`src/rtl/mips_mem_sequencer.sv`:
```
`default_nettype none
// ============================================================================
// Module   : mips_mem_sequencer
// Purpose  : Sequences instruction fetch and optional load/store for a
//            single-cycle MIPS core over one shared variable-latency memory.
// Revision : 1.0 - initial release
// ============================================================================
module mips_mem_sequencer #(
    parameter int ADDR_W = 32,
    parameter int DATA_W = 32
) (
    input  logic              clk,
    input  logic              reset,
    input  logic [ADDR_W-1:0] pc,
    input  logic [ADDR_W-1:0] data_address,
    input  logic [DATA_W-1:0] write_data,
    input  logic              mem_read,
    input  logic              mem_write,
    output logic [DATA_W-1:0] instruction,
    output logic [DATA_W-1:0] data,
    output logic              hold,
    output logic [31:0]       retired,
    output logic              mreq,
    output logic              mwe,
    output logic [ADDR_W-1:0] maddr,
    output logic [DATA_W-1:0] mwdata,
    input  logic [DATA_W-1:0] mrdata,
    input  logic              mack
);

    localparam logic [1:0] c_FETCH  = 2'd0;
    localparam logic [1:0] c_EXEC   = 2'd1;
    localparam logic [1:0] c_DATA   = 2'd2;
    localparam logic [1:0] c_COMMIT = 2'd3;

    logic [1:0]        r_state;
    logic [DATA_W-1:0] r_instruction;
    logic [DATA_W-1:0] r_data;
    logic [31:0]       r_retired;

    logic w_in_fetch;
    logic w_in_data;
    logic w_done;
    logic w_load_only;

    assign w_in_fetch  = (r_state == c_FETCH);
    assign w_in_data   = (r_state == c_DATA);
    // mreq is already gated by reset, so a late mack cannot complete anything
    assign w_done      = mreq & mack;
    // A simultaneous read and write is treated as a write; data is not loaded
    assign w_load_only = mem_read & ~mem_write;

    always_ff @(posedge clk) begin
        if (reset) begin
            r_state       <= c_FETCH;
            r_instruction <= '0;
            r_data        <= '0;
            r_retired     <= '0;
        end else begin
            case (r_state)
                c_FETCH: begin
                    if (w_done) begin
                        r_instruction <= mrdata;
                        r_state       <= c_EXEC;
                    end
                end
                c_EXEC: begin
                    if (mem_read || mem_write) begin
                        r_state <= c_DATA;
                    end else begin
                        r_state <= c_COMMIT;
                    end
                end
                c_DATA: begin
                    if (w_done) begin
                        if (w_load_only) begin
                            r_data <= mrdata;
                        end
                        r_state <= c_COMMIT;
                    end
                end
                default: begin
                    r_retired <= r_retired + 32'd1;
                    r_state   <= c_FETCH;
                end
            endcase
        end
    end

    assign mreq        = ~reset & (w_in_fetch | w_in_data);
    assign mwe         = ~reset & w_in_data & mem_write;
    assign maddr       = w_in_data ? data_address : pc;
    assign mwdata      = write_data;
    assign hold        = reset | (r_state != c_COMMIT);
    assign instruction = r_instruction;
    assign data        = r_data;
    assign retired     = r_retired;

endmodule
`default_nettype wire

```
`config.mk`:
```
export PLATFORM = sky130hd
export DESIGN_NAME = mips_mem_sequencer
export DESIGN_NICKNAME = d
export VERILOG_FILES = /design/src/rtl/mips_mem_sequencer.sv
export SDC_FILE = /design/constraint.sdc
export NUM_CORES = 1
export LEC_CHECK = 0
export BUFFER_PORTS_ARGS = -buffer_cell sky130_fd_sc_hd__buf_2
export CORE_MARGIN = 3
export CORE_UTILIZATION = 25
export DETAILED_ROUTE_END_ITERATION = 10
export SLEW_MARGIN = 10
export SYNTH_ARGS = -nofsm -noshare
export SYNTH_HDL_FRONTEND = slang
export SYNTH_SLANG_ARGS = --single-unit
```
`constraint.sdc`:
```
create_clock -name clk -period 1.8 [get_ports clk]
set_input_delay 0.27 -clock clk [delete_from_list [all_inputs] [get_ports clk]]
set_output_delay 0.27 -clock clk [all_outputs]
set_load 0.02 [all_outputs]
```
## After elaboration in Yosys (flattened, before gate mapping)

Cells that the tools add are included.

- Multiply operators: 0
- Reduce and logical (&&, ||, !) cells: 6
- Shifts and indexed selects: 0
- Add/subtract/negate cells: 1
- Bitwise operators: 9
- Order comparisons: 0
- Divide/modulo/power cells: 0
- Equality and inequality tests: 5
- Multiplexer cells: 5

Operator list:

| operator | number |
|---|---|
| $add A32 B1 Y32 const B | 1 |
| $mux W32 | 1 |
| $pmux W2 S3 | 1 |
| $and A1 B1 Y1 | 5 |
| $mux W2 | 2 |
| $ne A2 B1 Y1 const B | 2 |
| $reduce_and A2 Y1 | 2 |
| $reduce_and A3 Y1 | 1 |
| $reduce_or A3 Y1 | 1 |
| $eq A2 B1 Y1 const B | 1 |
| $eq A2 B2 Y1 const B | 1 |
| $logic_not A2 Y1 | 1 |
| $ne A2 B2 Y1 const B | 1 |
| $not A1 Y1 | 2 |
| $or A1 B1 Y1 | 2 |
| $logic_or A1 B1 Y1 | 1 |
| $mux W1 | 1 |

- Word-level logic and storage cells: 30
- Memories: 0
- Memory bits (writable): 0
- Input port bits: 133
- Memory bits (read-only): 0
- Output and inout bits: 163
- Latch bits: 0
- Register bits after elaboration: 98

## Logic depth before layout (Yosys ltp)

Gate-level depths: netlist of run 1.

- Word-level depth: 6
- Depth in mapped cells: 9
- Depth with buffers taken out: 6

## Least setup slack after synthesis of run 1

OpenSTA, ideal clock, no wires.

- Path type: reg-to-reg
- Start: register r_retired[8] (netlist: retired[8])
- End: register r_retired[25] (netlist: retired[25])
- Stages on the path, launching flop included: 6
- Required time: 1.730 ns
- Clock period less this slack: 2.036 ns
- Setup slack: -0.236 ns
- Buffers on the path: 1
- Setup time: 0.070 ns
- Arrival time: 1.966 ns
- Cell sequence: dfxtp_1 > nand4_1 > or4_4 > buf_6 > or4_1 > a21oi_1

- Cells in the longest elaborated chain, start to end: 1

RTL lines:

| item | RTL line | source |
|---|---|---|
| from (decl) | 39 | `logic [31:0] r_retired;` |
| from (signal assigned) | 83 | `r_retired <= r_retired + 32'd1;` |
| $add A32 B1 Y32 | 83 |  |

No other way between the ends.
A chain may end at the register's enable or synchronous reset.

## Final worst setup path of run 1

- Start: register r_retired[11] (netlist: retired[11])
- End: register r_retired[28] (netlist: retired[28])

Same word-level chain as after synthesis.

==> results of run 1 <==
[power breakdown]
| group | internal (uW) | leakage, uW | switching, uW | total, uW |
|---|---|---|---|---|
| clock network | 950 | 0.000134 | 895 | 1850 |
| registers | 2200 | 0.000805 | 29.5 | 2230 |
| logic | 605 | 0.00218 | 597 | 1200 |
[cell type report]
cell class                      instances  area (sq um)
Clock buffer                            9           225
Clock inverter                          7          53.8
Fill cell                            1817         10400
Inverter                                4          15.0
Multi-Input combinational cell        387          2520
Sequential cell                        98          2020
Tap cell                              225           282
Timing Repair Buffer                  296          2000
[cell usage in the layout, fill, tap and decap left out, drive strengths merged, types with 2 or more instances in the layout]
cell type / Yosys / layout
buf: 38 / 294
nand2: 144 / 144
dfxtp: 98 / 98
a21oi: 83 / 83
mux2: 35 / 35
nor2: 20 / 20
nand3: 12 / 12
or4: 11 / 12
clkbuf: 29 / 11
o21ai: 11 / 11
nand4: 11 / 11
or3: 9 / 9
o31ai: 8 / 8
xnor2: 6 / 6
inv: 4 / 6
ha: 6 / 6
xor2: 5 / 5
and3: 4 / 4
nor3: 4 / 4
and4: 4 / 4
nor2b: 3 / 3
clkinv: 0 / 3
and3b: 2 / 2
nor4: 2 / 2
clkinvlp: 0 / 2
[state kept, by name, indices dropped and copies added (netlist names)]
register / flops
data: 32
instruction: 32
r_state: 2
retired: 32
[worst register-to-register path, delay by kind of cell, from the launching register on]
| family | cells | cell delay (ns) |
|---|---|---|
| simple gates | 3 | 1.03 |
| flops | 1 | 0.35 |
| buf+inv | 2 | 0.33 |
| compound gates | 1 | 0.15 |
[timing repair]
| item | 4_1_cts | 5_1_grt |
|---|---|---|
| pin swaps | 16 | 18 |
| setup buffers | 12 | 8 |
| gates cloned | 4 | 2 |
| endpoints found under the setup margin | 65 | 84 |
| resized for setup | 54 | 106 |
[metrics by stage]
stage | area, sq um | total power [uW] | utilization (%) | instances | TNS (ns)
4_1_cts | 6680 | 5200 | 38.1 | 1019 | -5.55
3_3_place_gp | 6040 | 3150 | 34.4 | 987 | -0.496
3_5_place_dp | 6040 | 3150 | 34.4 | 987 | -0.853
5_1_grt | 7110 | 5520 | 40.6 | 1026 | -6.14
6_report | 7110 | 5280 | 40.6 | 1026 | -2.96
2_1_floorplan | 4620 | 2870 | - | 555 | -2.20
[synthesized netlist by cell type, drive strengths merged]
library cell and count:
a21o 1, a21oi 83, and2 1, and3 4, and3b 2, and4 4, buf 38, clkbuf 29
dfxtp 98, ha 6, inv 4, mux2 35, mux2i 1, nand2 144, nand2b 1, nand3 12
nand3b 1, nand4 11, nor2 20, nor2b 3, nor3 4, nor4 2, nor4bb 1, o21ai 11
o31ai 8, or3 9, or4 11, xnor2 6, xor2 5
[per-layer routing]
metal / share of wire [%] / wire length [microns] / vias to the layer above
met5: 0.11 / 18 / -
met3: 6.1 / 980 / 14
met1: 44 / 7080 / 2279
met4: 1.0 / 167 / 2
li1: - / - / 2347
met2: 49 / 7800 / 123
[kinds of logic after synthesis]
family,after synthesis,share of synthesized area [%]
buffers and inverters,71,8.73
AO/OA/AOI/OAI,103,11.9
adder cells (fa/ha/maj),6,1.66
flip-flops,98,43.3
multiplexers,36,8.93
XOR/XNOR,11,2.13
AND/OR/NAND/NOR,230,23.3
[worst min-delay path by stage]
stage | endpoint | depth (start not counted)
6_report | instruction[8] | 3
5_1_grt | data[29] | 3
4_1_cts | instruction[8] | 3
3_5_place_dp | instruction[1] | 2
3_3_place_gp | instruction[23] | 2
2_1_floorplan | data[0] | 2
==> run_summary.xml, run 1 <==
<?xml version="1.0" encoding="UTF-8"?>
<metrics>
  <group name="critical_path">
    <metric name="worst_path_max_delay_cell" unit="">sky130_fd_sc_hd__or4_4</metric>
    <metric name="critPathTopFamily" unit="">simple AND/OR/NAND/NOR gates</metric>
    <metric name="setup.worst_path.start_class" unit="">flip-flop</metric>
    <metric name="cp_data_required_time" unit="ns">2.07</metric>
    <metric name="critical_path.startpoint" unit="">retired[11]</metric>
    <metric name="timing.critical_path.fanout_max" unit="">8</metric>
    <metric name="timing.rr.start" unit="">retired[11]</metric>
    <metric name="rrSetupSlack" unit="ns">-0.15</metric>
    <metric name="rr_endpoint" unit="">retired[28]</metric>
    <metric name="timing.critical_path.cells" unit="">nand4_1 -&gt; buf_4 -&gt; or4_4 -&gt; buf_6 -&gt; or4_1 -&gt; a21oi_1</metric>
    <metric name="critical_path_depth" unit="">6</metric>
    <metric name="worst-endpoint-arrival" unit="ns">2.22</metric>
    <metric name="timing_worst_setup_path_type" unit="">flip-flop to flip-flop</metric>
    <metric name="cp_num_buf_inv" unit="">2</metric>
    <metric name="crit_path_end" unit="">retired[28]</metric>
    <metric name="crit_path_max_incr_delay" unit="ns">0.49</metric>
    <metric name="worstSetupEndpointType" unit="">flip-flop</metric>
    <metric name="reg2regPathDepth" unit="">6</metric>
  </group>
  <group name="sta">
    <metric name="final.setup.worst_slack" unit="ns">-0.145</metric>
    <metric name="max_slew_margin" unit="%">54.5</metric>
    <metric name="max_freq" unit="MHz">514</metric>
    <metric name="final_period_minus_worst_setup_slack" unit="ns">1.95</metric>
    <metric name="final-hold-violation-count" unit="">0</metric>
    <metric name="timing_max_transition_violations_final" unit="">0</metric>
    <metric name="worst_max_slew_pin_slew" unit="ns">0.683</metric>
    <metric name="finalHoldWorstSlack" unit="ns">0.166</metric>
    <metric name="final_setup_violations" unit="">46</metric>
    <metric name="timing.clock.skew" unit="ns">0.00754</metric>
    <metric name="period_utilisation_layout" unit="%">108</metric>
    <metric name="grt_setup_unrepaired" unit="">true</metric>
  </group>
  <group name="min_path">
    <metric name="min-delay-start" unit="">mrdata[8]</metric>
    <metric name="hp_class" unit="">input port to flip-flop</metric>
  </group>
  <group name="clocking">
    <metric name="clockRootBuffer" unit="">sky130_fd_sc_hd__clkbuf_16</metric>
    <metric name="cts-hold-fix-buffers" unit="">0</metric>
    <metric name="clkTransAtPathRegs" unit="ns">0.08</metric>
    <metric name="tritoncts" unit="">done</metric>
    <metric name="numClockSinks" unit="">98</metric>
    <metric name="clock_tree.buffer_depth" unit="">2</metric>
    <metric name="cts-buffers-inserted" unit="">9</metric>
    <metric name="htreeDepth" unit="">3</metric>
    <metric name="clock_insertion_delay_worst_skew" unit="ns">0.35</metric>
  </group>
  <group name="global_routing">
    <metric name="grt_pass1_wl" unit="microns">24000</metric>
    <metric name="grt_overflow_total" unit="">0</metric>
    <metric name="grt.met1_usage" unit="%">19.6</metric>
    <metric name="grt_start_max_net_pins" unit="">58</metric>
    <metric name="grt_pass1_vias" unit="">4497</metric>
    <metric name="groute.layer.met2.usage" unit="%">24.0</metric>
    <metric name="groute.usage.overall" unit="%">15.0</metric>
    <metric name="grtUsageMet3" unit="%">4.57</metric>
    <metric name="grt_antenna_before_repair" unit="">1</metric>
    <metric name="grt_busiest_layer" unit="">met2</metric>
  </group>
  <group name="routing">
    <metric name="totalWireLength" unit="microns">16000</metric>
    <metric name="route.vias.total" unit="">4765</metric>
    <metric name="drc" unit="">0</metric>
    <metric name="first_pass_iters" unit="">5</metric>
    <metric name="antenna_violating_nets_post_route" unit="">0</metric>
    <metric name="route.detailed.wl_per_inst" unit="microns">15.6</metric>
    <metric name="dr.first_iter.drc_count" unit="">217</metric>
    <metric name="viasPerCell" unit="">4.64</metric>
  </group>
  <group name="layout">
    <metric name="nNetsFinal" unit="">935</metric>
    <metric name="num_antenna_cells" unit="">0</metric>
    <metric name="synthToLayoutAreaGrowth" unit="%">57.1</metric>
    <metric name="fraction_of_layout_cells_with_a_size_suffix_above_1" unit="%">50.8</metric>
  </group>
  <group name="synth">
    <metric name="count_of_synthesis_stage_warnings_from_yosys" unit="">0</metric>
    <metric name="postSynthNetCount" unit="">694</metric>
    <metric name="synth_top_cell_by_area" unit="">sky130_fd_sc_hd__dfxtp_1</metric>
    <metric name="synth-seq-area-share" unit="%">43.3</metric>
    <metric name="synthesis.area" unit="sq um">4530</metric>
    <metric name="netlist_top_cells_area" unit="">sky130_fd_sc_hd__dfxtp_1, sky130_fd_sc_hd__nand2_1, sky130_fd_sc_hd__a21oi_1, sky130_fd_sc_hd__mux2_2, sky130_fd_sc_hd__buf_4</metric>
    <metric name="postSynthRegisterBits" unit="">98</metric>
    <metric name="synth_top_cell_area_share" unit="%">43.3</metric>
    <metric name="synth_cell_type_count" unit="">37</metric>
    <metric name="syn_avg_cell_area" unit="sq um">8.16</metric>
    <metric name="syn-instance-count" unit="">555</metric>
  </group>
  <group name="outcome">
    <metric name="violations" unit="">setup timing</metric>
    <metric name="status" unit="">finished with violations</metric>
  </group>
  <group name="place">
    <metric name="gp_congestion" unit="">0.793</metric>
    <metric name="dp_hpwl" unit="microns">10800</metric>
    <metric name="port_buffers" unit="">231</metric>
    <metric name="post-place-ws" unit="ns">-0.136</metric>
  </group>
  <group name="floorplan">
    <metric name="design.die.area" unit="sq um">19800</metric>
    <metric name="die_h" unit="microns">141</metric>
    <metric name="fp.coreArea" unit="sq um">17500</metric>
    <metric name="boundaryPins" unit="">296</metric>
    <metric name="initial_core_util" unit="%">25.8</metric>
    <metric name="chipWidth" unit="microns">141</metric>
    <metric name="rows" unit="">48</metric>
  </group>
  <group name="power_and_ir_drop">
    <metric name="p_leak" unit="uW">0.00312</metric>
    <metric name="power.ir.vdd_worst" unit="mV">0.530</metric>
    <metric name="power_per_cell_area" unit="nW/um^2">742</metric>
  </group>
  <group name="flow_run">
    <metric name="max_cap_violations" unit="">0</metric>
  </group>
</metrics>
No activity file was read; power rests on OpenSTA's default activity.
==> inputs of run 2 (changes only) <==
--- a/config.mk
+++ b/config.mk
@@ -9,6 +9,7 @@
 export CORE_MARGIN = 3
 export CORE_UTILIZATION = 25
 export DETAILED_ROUTE_END_ITERATION = 10
+export REMOVE_ABC_BUFFERS = 1
 export SLEW_MARGIN = 10
 export SYNTH_ARGS = -nofsm -noshare
 export SYNTH_HDL_FRONTEND = slang
==> run_summary.xml, run 2 (synthesis gave the netlist of run 1 again) <==
<?xml version="1.0" encoding="UTF-8"?>
<metrics>
  <group name="layout">
    <metric name="fraction_of_layout_cells_with_a_size_suffix_above_1" unit="%">50.3</metric>
    <metric name="layout.cells.most_common" unit="">sky130_fd_sc_hd__buf_2</metric>
    <metric name="synthToLayoutAreaGrowth" unit="%">60.0</metric>
    <metric name="num_antenna_cells" unit="">0</metric>
    <metric name="final_cells" unit="">1038</metric>
    <metric name="highest_count_cells_in_the_layout_ignoring_fill_and_taps" unit="">sky130_fd_sc_hd__buf_2, sky130_fd_sc_hd__nand2_1, sky130_fd_sc_hd__dfxtp_1</metric>
    <metric name="nNetsFinal" unit="">947</metric>
    <metric name="num-fill-cells" unit="">1760</metric>
  </group>
  <group name="power_and_ir_drop">
    <metric name="power_per_cell_area" unit="nW/um^2">755</metric>
    <metric name="finalPower" unit="uW">5470</metric>
    <metric name="p_leak" unit="uW">0.00324</metric>
    <metric name="power.ir.vdd_worst" unit="mV">0.366</metric>
  </group>
  <group name="global_routing">
    <metric name="grt_antenna_before_repair" unit="">0</metric>
    <metric name="grt_pass1_wl" unit="microns">26700</metric>
    <metric name="grt_overflow_total" unit="">0</metric>
    <metric name="groute.usage.overall" unit="%">17.3</metric>
    <metric name="grt_start_max_net_pins" unit="">40</metric>
    <metric name="grt_pass1_vias" unit="">4810</metric>
  </group>
  <group name="critical_path">
    <metric name="cp_data_required_time" unit="ns">1.53</metric>
    <metric name="cp_num_buf_inv" unit="">4</metric>
    <metric name="timing.critical_path.cells" unit="">buf_6 -&gt; inv_4 -&gt; ha_4 -&gt; clkbuf_16 -&gt; mux2_4 -&gt; buf_6</metric>
    <metric name="worstSetupEndpointType" unit="">primary output</metric>
    <metric name="crit_path_max_incr_delay" unit="ns">0.32</metric>
    <metric name="critical_path.most_common_cell" unit="">sky130_fd_sc_hd__buf_6</metric>
    <metric name="timing_worst_setup_path_type" unit="">flip-flop to primary output</metric>
    <metric name="setup.worst_path.start_class" unit="">flip-flop</metric>
    <metric name="critPathTopFamily" unit="">buffers and inverters</metric>
    <metric name="worst-endpoint-arrival" unit="ns">1.73</metric>
    <metric name="worst_path_max_delay_cell" unit="">sky130_fd_sc_hd__dfxtp_2</metric>
    <metric name="timing.critical_path.fanout_max" unit="">8</metric>
    <metric name="rrSetupSlack" unit="ns">-0.18</metric>
  </group>
  <group name="place">
    <metric name="gp_congestion" unit="">0.809</metric>
    <metric name="dp_hpwl" unit="microns">12700</metric>
    <metric name="port_buffers" unit="">231</metric>
    <metric name="dp_cells" unit="">997</metric>
  </group>
  <group name="clocking">
    <metric name="clock_insertion_delay_worst_skew" unit="ns">0.35</metric>
    <metric name="clkTransAtPathRegs" unit="ns">0.07</metric>
    <metric name="tritoncts" unit="">done</metric>
    <metric name="htreeDepth" unit="">3</metric>
    <metric name="numClockSinks" unit="">98</metric>
    <metric name="cts-buffers-inserted" unit="">9</metric>
    <metric name="clockRootBuffer" unit="">sky130_fd_sc_hd__clkbuf_16</metric>
    <metric name="clock_tree.buffer_depth" unit="">2</metric>
  </group>
  <group name="outcome">
    <metric name="violations" unit="">setup timing</metric>
    <metric name="status" unit="">finished with violations</metric>
  </group>
  <group name="sta">
    <metric name="timing_max_transition_violations_final" unit="">0</metric>
    <metric name="period_utilisation_layout" unit="%">111</metric>
    <metric name="timing.clock.skew" unit="ns">0.00926</metric>
    <metric name="final_setup_violations" unit="">81</metric>
    <metric name="final.setup.worst_slack" unit="ns">-0.200</metric>
    <metric name="final-hold-violation-count" unit="">0</metric>
    <metric name="totalNegativeSetupSlack" unit="ns">-9.50</metric>
    <metric name="max_slew_margin" unit="%">66.9</metric>
    <metric name="final_period_minus_worst_setup_slack" unit="ns">2.00</metric>
    <metric name="max_freq" unit="MHz">500</metric>
    <metric name="grt_setup_unrepaired" unit="">true</metric>
    <metric name="worst_max_slew_pin_slew" unit="ns">0.497</metric>
  </group>
  <group name="floorplan">
    <metric name="die_h" unit="microns">141</metric>
    <metric name="boundaryPins" unit="">296</metric>
    <metric name="initial_core_util" unit="%">25.8</metric>
    <metric name="rows" unit="">48</metric>
    <metric name="fp.coreArea" unit="sq um">17500</metric>
    <metric name="chipWidth" unit="microns">141</metric>
    <metric name="design.die.area" unit="sq um">19800</metric>
  </group>
  <group name="routing">
    <metric name="viasPerCell" unit="">4.76</metric>
    <metric name="detail_route.wirelength.met1" unit="microns">7930</metric>
    <metric name="first_pass_iters" unit="">4</metric>
    <metric name="route.detailed.wl_per_inst" unit="microns">18.2</metric>
    <metric name="drc" unit="">0</metric>
    <metric name="highest_layer_used_for_signal_routing" unit="">met4</metric>
    <metric name="antenna_violating_nets_post_route" unit="">0</metric>
    <metric name="wl_met2" unit="microns">8870</metric>
    <metric name="route.vias.total" unit="">4940</metric>
    <metric name="dr.first_iter.drc_count" unit="">269</metric>
    <metric name="met3RoutedLength" unit="microns">1630</metric>
    <metric name="totalWireLength" unit="microns">18800</metric>
  </group>
  <group name="min_path">
    <metric name="hp_class" unit="">input port to flip-flop</metric>
  </group>
  <group name="flow_run">
    <metric name="max_cap_violations" unit="">0</metric>
  </group>
</metrics>
run 2: timing repair:
item,4_1_cts,5_1_grt
endpoints found under the hold margin,0,0
pin swaps,29,18
resized for setup,104,73
hold buffers,0,0
buffers inserted,15,5
cloned,5,4
setup endpoints to repair,79,83
run 2: power by group:
| part | internal, uW | leakage, uW | switching, uW |
|---|---|---|---|
| clock network | 1090 | 0.000142 | 902 |
| logic | 612 | 0.00230 | 612 |
| registers | 2220 | 0.000798 | 28.2 |
run 2: worst min-delay path: stages:
cell	delay (ns)
sky130_fd_sc_hd__buf_2	0.10
sky130_fd_sc_hd__nand2_1	0.05
sky130_fd_sc_hd__a21oi_1	0.05
run 2: final timing paths:
check	to	from	depth (start not counted)
worst max-delay path	maddr[0]	r_state[0]	6
worst min-delay path	instruction[17]	mrdata[17]	3
worst max register to register	retired[22]	retired[0]	8
worst min register to register	instruction[18]	instruction[18]	2
run 2: area by class of cell:
class | count | area [sq um] | area share, %
clock buffer | 9 | 225 | 3.11
multi-input combinational | 387 | 2510 | 34.6
clock inverter | 7 | 76.3 | 1.05
tap | 225 | 282 | 3.89
inverter | 4 | 17.5 | 0.242
timing repair buffer | 308 | 2160 | 29.8
sequential | 98 | 1980 | 27.3
run 2: metal layers:
layer / up-vias / track usage (%)
met1: 2308 / 20.8
met5: - / 1.25
li1: 2369 / -
met2: 237 / 28.1
met4: 0 / 6.53
met3: 26 / 6.42
run 2: per-stage QoR:
stage | util, % | setup WS (ns) | hold WS [ns] | area, sq um
2_1_floorplan | - | -0.767 | 0.339 | 4150
3_3_place_gp | 34.5 | -0.0692 | 0.440 | 6050
3_5_place_dp | 34.5 | -0.0975 | 0.443 | 6050
4_1_cts | 39.5 | -0.252 | 0.147 | 6930
5_1_grt | 41.3 | -0.249 | 0.156 | 7240
6_report | 41.3 | -0.200 | 0.167 | 7240
==> inputs of run 3 (changes only) <==
--- a/config.mk
+++ b/config.mk
@@ -5,6 +5,7 @@
 export SDC_FILE = /design/constraint.sdc
 export NUM_CORES = 1
 export LEC_CHECK = 0
+export ABC_AREA = 1
 export BUFFER_PORTS_ARGS = -buffer_cell sky130_fd_sc_hd__buf_2
 export CORE_MARGIN = 3
 export CORE_UTILIZATION = 25
==> run_summary.xml, run 3 <==
<?xml version="1.0" encoding="UTF-8"?>
<metrics>
  <group name="routing">
    <metric name="antenna_violating_nets_post_route" unit="">0</metric>
    <metric name="dr.first_iter.drc_count" unit="">194</metric>
    <metric name="drc" unit="">0</metric>
    <metric name="viasPerCell" unit="">4.54</metric>
    <metric name="route.detailed.wl_per_inst" unit="microns">15.8</metric>
    <metric name="totalWireLength" unit="microns">18100</metric>
    <metric name="first_pass_iters" unit="">4</metric>
    <metric name="route.vias.total" unit="">5204</metric>
  </group>
  <group name="critical_path">
    <metric name="crit_path_max_incr_delay" unit="ns">0.33</metric>
    <metric name="timing_worst_setup_path_type" unit="">flip-flop to primary output</metric>
    <metric name="worst_path_max_delay_cell" unit="">sky130_fd_sc_hd__dfxtp_2</metric>
    <metric name="cp_data_required_time" unit="ns">1.53</metric>
    <metric name="setup.worst_path.start_class" unit="">flip-flop</metric>
    <metric name="timing.critical_path.cells" unit="">inv_2 -&gt; ha_4 -&gt; inv_6 -&gt; clkbuf_16 -&gt; nor3_4 -&gt; buf_6</metric>
    <metric name="worstSetupEndpointType" unit="">primary output</metric>
    <metric name="timing.critical_path.fanout_max" unit="">8</metric>
    <metric name="worst-endpoint-arrival" unit="ns">1.49</metric>
  </group>
  <group name="synth">
    <metric name="synth_top_cell_area_share" unit="%">41.5</metric>
    <metric name="synth-async-reset-ratio" unit="%">0</metric>
    <metric name="netlist_top_cells_area" unit="">sky130_fd_sc_hd__dfxtp_1, sky130_fd_sc_hd__nand2_1, sky130_fd_sc_hd__nor2_1, sky130_fd_sc_hd__nand3_1, sky130_fd_sc_hd__buf_4</metric>
    <metric name="synth-edff-count" unit="">0</metric>
    <metric name="synth_top_cell_by_area" unit="">sky130_fd_sc_hd__dfxtp_1</metric>
    <metric name="synthMostInstantiatedCell" unit="">sky130_fd_sc_hd__nand2_1</metric>
    <metric name="synthesis.area" unit="sq um">4730</metric>
    <metric name="postSynthRegisterBits" unit="">98</metric>
    <metric name="synth_cell_type_count" unit="">25</metric>
    <metric name="syn_avg_cell_area" unit="sq um">6.65</metric>
    <metric name="count_of_synthesis_stage_warnings_from_yosys" unit="">0</metric>
    <metric name="syn-instance-count" unit="">711</metric>
    <metric name="synth-seq-area-share" unit="%">41.5</metric>
    <metric name="synth-main-ff-cell" unit="">sky130_fd_sc_hd__dfxtp_1</metric>
    <metric name="synth_commonest_cells" unit="">sky130_fd_sc_hd__nand2_1, sky130_fd_sc_hd__nor2_1, sky130_fd_sc_hd__dfxtp_1</metric>
  </group>
  <group name="clocking">
    <metric name="clock_tree.buffer_depth" unit="">2</metric>
    <metric name="cts-buffers-inserted" unit="">9</metric>
    <metric name="tritoncts" unit="">done</metric>
    <metric name="numClockSinks" unit="">98</metric>
    <metric name="clkTransAtPathRegs" unit="ns">0.08</metric>
    <metric name="number_of_post_cts_setup_repair_buffers" unit="">0</metric>
    <metric name="clock_insertion_delay_worst_skew" unit="ns">0.35</metric>
    <metric name="htreeDepth" unit="">3</metric>
    <metric name="clockRootBuffer" unit="">sky130_fd_sc_hd__clkbuf_16</metric>
  </group>
  <group name="sta">
    <metric name="final_setup_violations" unit="">0</metric>
    <metric name="max_freq" unit="MHz">569</metric>
    <metric name="worst_max_slew_pin_slew" unit="ns">0.444</metric>
    <metric name="period_utilisation_layout" unit="%">97.7</metric>
    <metric name="timing.clock.skew" unit="ns">0.0104</metric>
    <metric name="max_slew_margin" unit="%">70.4</metric>
    <metric name="grt_setup_unrepaired" unit="">true</metric>
    <metric name="final-hold-violation-count" unit="">0</metric>
    <metric name="final_period_minus_worst_setup_slack" unit="ns">1.76</metric>
    <metric name="timing_max_transition_violations_final" unit="">0</metric>
    <metric name="final.setup.worst_slack" unit="ns">0.0411</metric>
  </group>
  <group name="global_routing">
    <metric name="groute.usage.overall" unit="%">17.2</metric>
    <metric name="grt_start_max_net_pins" unit="">37</metric>
    <metric name="grt_pass1_vias" unit="">5117</metric>
    <metric name="grt_antenna_before_repair" unit="">0</metric>
    <metric name="grt_overflow_total" unit="">0</metric>
    <metric name="grt_pass1_wl" unit="microns">27300</metric>
  </group>
  <group name="floorplan">
    <metric name="die_h" unit="microns">143</metric>
    <metric name="boundaryPins" unit="">296</metric>
    <metric name="fp.coreArea" unit="sq um">18300</metric>
    <metric name="initial_core_util" unit="%">25.9</metric>
    <metric name="chipWidth" unit="microns">143</metric>
    <metric name="design.die.area" unit="sq um">20600</metric>
    <metric name="rows" unit="">49</metric>
  </group>
  <group name="layout">
    <metric name="highest_count_cells_in_the_layout_ignoring_fill_and_taps" unit="">sky130_fd_sc_hd__buf_2, sky130_fd_sc_hd__nand2_1, sky130_fd_sc_hd__nor2_1</metric>
    <metric name="fraction_of_layout_cells_with_a_size_suffix_above_1" unit="%">31.2</metric>
    <metric name="layout.cells.most_common" unit="">sky130_fd_sc_hd__buf_2</metric>
    <metric name="num_antenna_cells" unit="">0</metric>
    <metric name="synthToLayoutAreaGrowth" unit="%">36.7</metric>
    <metric name="nNetsFinal" unit="">1051</metric>
  </group>
  <group name="power_and_ir_drop">
    <metric name="p_leak" unit="uW">0.00306</metric>
    <metric name="finalPower" unit="uW">6630</metric>
    <metric name="power_per_cell_area" unit="nW/um^2">1030</metric>
    <metric name="power.ir.vdd_worst" unit="mV">0.424</metric>
  </group>
  <group name="place">
    <metric name="gp_congestion" unit="">0.817</metric>
    <metric name="dp_hpwl" unit="microns">13600</metric>
    <metric name="port_buffers" unit="">231</metric>
    <metric name="post-place-ws" unit="ns">0.0411</metric>
  </group>
  <group name="min_path">
    <metric name="hp_class" unit="">input port to flip-flop</metric>
  </group>
  <group name="flow_run">
    <metric name="max_cap_violations" unit="">0</metric>
  </group>
  <group name="outcome">
    <metric name="status" unit="">finished, final reports clean</metric>
  </group>
</metrics>
==> run 3: changes by cell type after synthesis, sizes merged, moves of 9 or more <==
cell / delta
inv: +23
mux2: -35
a21oi: -35
or3: -9
nand2: +55
or4: -11
nor2: +122
o21ai: +27
nand3: +49
==> run 3: cell type report <==
cell class | count | area [sq um]
sequential | 98 | 1960
multi-input combinational | 518 | 2300
fill | 2024 | 11800
clock inverter | 6 | 62.6
timing repair buffer | 257 | 1510
tap | 229 | 287
inverter | 28 | 113
clock buffer | 9 | 225
==> run 3: critical path, delay by kind of cell, from the launching register on <==
kind	cells	cell delay [ns]
flip-flops	1	0.33
AND/OR/NAND/NOR	1	0.17
adder cells (fa/ha/maj)	1	0.18
buffers and inverters	4	0.45
==> run 3: repair_timing <==
item / 4_1_cts / 5_1_grt
hold buffers: 0 / 0
pin swaps: 1 / 0
gates cloned: 1 / 3
setup endpoints to repair: 33 / 97
gates resized for setup: 13 / 24
==> run 3: path summary, 6_finish.rpt <==
kind	start	to	slack, ns	cells past startpoint
max	r_state[0]	mwe	0.04	6
min	mrdata[21]	data[21]	0.18	3
max reg2reg	r_state[1]	instruction[17]	0.11	9
min reg2reg	instruction[16]	instruction[16]	0.46	2
==> run 3: cell families (layout without fill, tap and decap cells) <==
group | Yosys count | after routing | synth area share [%]
AO/OA/AOI/OAI | 90 | 90 | 9.69
XOR/XNOR | 4 | 4 | 0.741
adder cells (fa/ha/maj) | 6 | 6 | 1.59
buffers and inverters | 95 | 300 | 10.6
flip-flops | 98 | 98 | 41.5
AND/OR/NAND/NOR | 418 | 418 | 35.8
==> run 3: power by group <==
group	leakage, uW	switching (uW)	internal [uW]
combinational	0.00212	1470	862
clock	0.000141	937	968
sequential	0.000793	87.8	2310
total	0.00306	2490	4140
==> run 3: through the flow <==
| step | setup TNS, ns | instances | util (%) | hold WS (ns) | instance area [sq um] |
|---|---|---|---|---|---|
| after floorplan | -79.93 | 644 | - | 0.339 | 4330 |
| after global placement | 0 | 1126 | 32.6 | 0.447 | 5960 |
| after detailed placement | 0 | 1126 | 32.6 | 0.450 | 5960 |
| after CTS | -0.00372 | 1142 | 34.6 | 0.165 | 6320 |
| after global routing | -0.601 | 1145 | 35.4 | 0.177 | 6460 |
| final | 0 | 1145 | 35.4 | 0.178 | 6460 |
==> run 3: layer usage <==
layer / share of wire [%] / vias up / global-route usage (%)
li1: - / 2650 / -
met1: 45 / 2311 / 22.0
met2: 44 / 228 / 26.0
met3: 9.5 / 15 / 7.25
met4: 1.2 / 0 / 5.60
met5: 0 / - / 1.20
